`src/rtl/spm_host.sv`:
```
// rtl/spm_host.sv - host FSM that streams Y into a serial-parallel multiplier core and deserialises the product.
// Optional SPM_HOST_SIGNED_Y_EN: sign-extend y_in (two's complement multiplier); default treats y_in as unsigned.
module spm_host #(
    parameter int SIZE = 32
) (
    input  logic                clk,
    input  logic                rst,
    input  logic                in_valid,
    output logic                in_ready,
    input  logic [SIZE-1:0]     x_in,
    input  logic [SIZE-1:0]     y_in,
    output logic                out_valid,
    input  logic                out_ready,
    output logic [2*SIZE-1:0]   prod,
    output logic                busy,
    output logic                spm_rst,
    output logic [SIZE-1:0]     spm_x,
    output logic                spm_y,
    input  logic                spm_p
);

    localparam int KW = $clog2(2*SIZE+1);
    localparam logic [KW-1:0] K_EXT  = KW'(SIZE);
    localparam logic [KW-1:0] K_LAST = KW'(2*SIZE);

    typedef enum logic [1:0] {IDLE, CLR, RUN, DONE} state_t;

    state_t          state;
    logic [KW-1:0]   k;
    logic [SIZE-1:0] x_lat;
    logic [SIZE-1:0] y_lat;
    logic [SIZE-1:0] y_sh;
    logic            ext_bit;

`ifdef SPM_HOST_SIGNED_Y_EN
    assign ext_bit = y_lat[SIZE-1];
`else
    assign ext_bit = 1'b0;
`endif

    assign y_sh     = y_lat >> k;
    assign spm_x    = x_lat;
    assign busy     = (state != IDLE);
    assign in_ready = (state == IDLE) && !rst;
    // Core reset must follow rst combinationally so an abort clears it immediately.
    assign spm_rst  = rst || (state == CLR);

    always_comb begin
        spm_y = 1'b0;
        if (state == RUN) begin
            if (k < K_EXT)
                spm_y = y_sh[0];
            else if (k < K_LAST)
                spm_y = ext_bit;
        end
    end

    always_ff @(posedge clk or posedge rst) begin
        if (rst) begin
            state     <= IDLE;
            k         <= '0;
            x_lat     <= '0;
            y_lat     <= '0;
            prod      <= '0;
            out_valid <= 1'b0;
        end else begin
            case (state)
                IDLE: begin
                    if (in_valid) begin
                        x_lat <= x_in;
                        y_lat <= y_in;
                        state <= CLR;
                    end
                end
                CLR: begin
                    k     <= '0;
                    state <= RUN;
                end
                RUN: begin
                    // The core's output is one cycle late, so the k=0 cycle carries no product bit.
                    if (k != '0)
                        prod <= {spm_p, prod[2*SIZE-1:1]};
                    if (k == K_LAST) begin
                        state     <= DONE;
                        out_valid <= 1'b1;
                    end else begin
                        k <= k + KW'(1);
                    end
                end
                DONE: begin
                    if (out_ready) begin
                        state     <= IDLE;
                        out_valid <= 1'b0;
                    end
                end
                default: state <= IDLE;
            endcase
        end
    end

endmodule

```
`config.mk`:
```
export PLATFORM = sky130hd
export DESIGN_NAME = spm_host
export DESIGN_NICKNAME = d
export VERILOG_FILES = /design/src/rtl/spm_host.sv
export SDC_FILE = /design/constraint.sdc
export NUM_CORES = 1
export LEC_CHECK = 0
export ABC_CLOCK_PERIOD_IN_PS = 4600
export BUFFER_PORTS_ARGS = -buffer_cell sky130_fd_sc_hd__buf_4
export CAP_MARGIN = 20
export CORE_ASPECT_RATIO = 0.5
export CORE_UTILIZATION = 45
export DETAILED_ROUTE_END_ITERATION = 8
export PLACE_DENSITY_LB_ADDON = 0.25
export REMOVE_ABC_BUFFERS = 1
export SETUP_SLACK_MARGIN = 0.05
export SYNTH_ARGS = -nofsm -noshare
export SYNTH_HDL_FRONTEND = slang
export SYNTH_SLANG_ARGS = --single-unit
```
`constraint.sdc`:
```
create_clock -name clk -period 4.6 [get_ports clk]
set_input_delay 0.46 -clock clk [delete_from_list [all_inputs] [get_ports clk]]
set_output_delay 0.46 -clock clk [all_outputs]
set_load 0.03 [all_outputs]
```
==> results by group <==
Routing
  – Via Count: 3514
  – Initial DRC Count: 167
  – Residual DRC: 0
  – DR WL/cell: 16.17 um
  – Post-DRT Antenna Nets: 0
  – Post-DR vias/cell: 4.935
  – Post-Route WL: 11.52 mm
  – Initial DRT Pass Iterations: 4

Synth
  – Xor and xnor area share after synthesis: 0%
  – Prevailing post-synth register cell: dfrtp_1
  – Synth Area in Compound Gates: 2.296%
  – Most frequent cell after synthesis: dfrtp_1
  – Syn Inst Count: 356
  – Seq cells post-synth: 138
  – Post-Synth Adder-Cell Area: 1.488%
  – Synth cell count leaders: 138 x dfrtp_1, 86 x mux2_2, 40 x mux2_4
  – Simple-gate share of the synthesized area: 2.126%
  – Yosys top cell area share: 58.69%
  – Post-Syn Area: 5884 sq um
  – Synth top area cells: dfrtp_1 59%, mux2_2 16%, mux2_4 10%
  – Syn avg cell area: 16.53 sq um
  – Area leader, netlist: dfrtp_1
  – Yosys warning total: 0
  – Post-synth EDFFs: 0
  – Post-synthesis mux area share: 32.06%
  – Post-synthesis async set-or-reset flop share: 100.0%
  – Cell variety after synth: 38
  – Sequential area share after synthesis: 58.69%
  – Largest family of logic cells by synthesized area: multiplexers

STA
  – Minimum clock period: 2.948 ns
  – Rel. slew slack: 29.22%
  – Setup violators final: 0
  – Final Cycle Share: 64.08%
  – Worst-Margin Slew: 1.062 ns
  – RSZ-0062 raised after global routing: no
  – Hold Fails Final Rpt: 0
  – Final slew viol count: 0
  – Setup TNS: 0 ns
  – Worst Skew: 0.007007 ns
  – Fmax: 339.2 MHz

Global route
  – First-pass GRT wire length: 18.95 mm
  – Largest net degree at the start of global routing: 65
  – Grt ovf: 0
  – Initial antenna violation count: 0
  – GRT Util Overall: 18.08%
  – Number of global-route vias before repair: 3697

Hold path
  – Worst hold path type: in -> async

Pwr
  – Combinational share of power: 6.0%
  – Psw: 0.0006308 W
  – Static Leakage: 4.025 nW
  – Internal Power: 0.002345 W
  – Power share of the sequential group: 42.1%
  – Switching part of the total power: 21.20%
  – Clk network pwr share: 51.9%
  – Total power: 0.002976 W
  – Max IR drop VDD: 0.2572 mV
  – Power Density: 376.0 nW/um^2

Placed design
  – Routability cong.: 0.7791
  – DP HPWL: 7.759 mm
  – Buffers on Ports: 169

Worst setup path
  – R2r setup slk: 2.03 ns
  – Critical path class: reg -> out
  – Slowest cell on crit path: dfrtp_1
  – Worst path cell trace: mux4_1, mux4_2, nor2_1, a211oi_1, buf_4
  – Worst path arrival time: 2.49 ns
  – Type of origin of the critical path: flop
  – Top delay family on crit path: multiplexers
  – Slowest stage delay, CP: 0.64 ns
  – Worst Path Buf+Inv: 1
  – Crit path max fanout: 12
  – WP data required: 4.14 ns
  – Critical path capture point type: output port

Final layout
  – Layout cells sized above 1: 62.55%
  – Net count of the finished layout: 605
  – Fillers: 972
  – Area Overhead vs Synth: 34.49%
  – Multi-input logic area: 2237 sq um
  – Seq. cell area: 3453 sq um
  – Diode count: 0

Die
  – Die X-Extent: 163.7 um
  – Die Height: 82.86 um
  – Die area: 13570 sq um
  – Core Box Area: 12700 sq um
  – Initial Util: 46.33%
  – FP Rows: 29
  – I/O pin cnt: 170

Clock tree
  – CTS HTree Levels: 4
  – CTS tree: done
  – Clk_lat worst skew: 0.40 ns
  – # resized after CTS: 0
  – CTS max path bufs: 2
  – Root Buffer: clkbuf_16
  – Clk slew on worst S/H paths: 0.06 ns
  – Setup bufs post-CTS: 0
  – Hold buffers post-CTS: 0
  – Inserted Clock Buffers: 17
  – CTS sink count: 138

Flow run
  – Max Cap Viol: 0

Run status
  – Status: completed
## final timing paths
path	from	cells past startpoint	endpoint
hold reg to reg	y_lat[12]	1	y_lat[12]
setup / recovery	k[1]	5	spm_y
max in group asynchronous	rst	3	prod[5]
min in group clk	out_ready	2	out_valid
hold / removal	rst	2	out_valid
setup reg to reg	k[2]	5	prod[42]
## through the flow
step / hold WS, ns / area, sq um / util, % / instances / setup slack [ns]
6_report: 0.07257 / 7914 / 62.32 / 712 / 1.652
2_1_floorplan: 0.4707 / 5722 / - / 337 / 0.4438
3_3_place_gp: 0.4849 / 7241 / 57.01 / 680 / 2.100
3_5_place_dp: 0.4899 / 7241 / 57.01 / 680 / 2.048
4_1_cts: 0.07458 / 7914 / 62.32 / 712 / 1.636
5_1_grt: 0.09045 / 7914 / 62.32 / 712 / 1.500
## logic make-up (layout without fill, tap and decap cells)
logic type | Yosys count | count (layout)
compound gates | 18 | 18
fa+ha+maj | 7 | 7
buf+inv | 28 | 214
flops | 138 | 138
mux | 143 | 143
simple gates | 22 | 22
## registers in the layout, summed over array words and instances (netlist names)
name / cells
k: 7
out_valid: 1
prod: 64
spm_x: 32
state: 2
y_lat: 32
## layer usage
metal  track usage [%]  vias to the layer above  share of wire [%]
li1                  -                     1624                  -
met1             23.11                     1801                 44
met2             30.01                       75                 50
met3             4.196                       14                4.0
met4             6.734                        0                1.5
met5                 0                        -                  0
## layout make-up
cell class	instances	area share, %
inverter	9	0.4901
tap	170	2.688
clock inverter	14	3.083
timing repair buffer	173	16.41
clock buffer	18	5.423
multi-input combinational	190	28.27
sequential	138	43.64
## power by group through the flow
stage / registers [W] / logic, W / clock network [W]
after detailed placement: 0.00128 / 0.000182 / 0
after global routing: 0.00126 / 0.000192 / 0.00164
final: 0.00125 / 0.000178 / 0.00154
after CTS: 0.00125 / 0.000182 / 0.00158
after floorplan: 0.00132 / 0.0000444 / 0
after global placement: 0.00127 / 0.000180 / 0
## placed cells by master, fill, tap and decap left out, drive strengths merged, types with 2 or more instances in the layout
master | synthesis | final
buf | 13 | 173
dfrtp | 138 | 138
mux2 | 130 | 130
clkbuf | 6 | 18
inv | 9 | 11
mux4 | 9 | 9
ha | 7 | 7
bufinv | 0 | 6
nand2 | 6 | 6
nand3 | 4 | 4
mux2i | 4 | 4
nor2 | 4 | 4
o21ai | 4 | 4
clkinv | 0 | 4
o21a | 2 | 2
or2 | 2 | 2
a211oi | 2 | 2
a31oi | 2 | 2
clkinvlp | 0 | 2
## worst register-to-register path: cells and delay by family, from the launching register on
| family | cells | cell delay (ns) |
|---|---|---|
| buffers and inverters | 1 | 0.77 |
| and+or+nand+nor | 2 | 0.49 |
| muxes | 1 | 0.53 |
| AOI/OAI and AO/OA | 1 | 0.12 |
| DFF | 1 | 0.56 |
(Power assumes the default switching activity.)
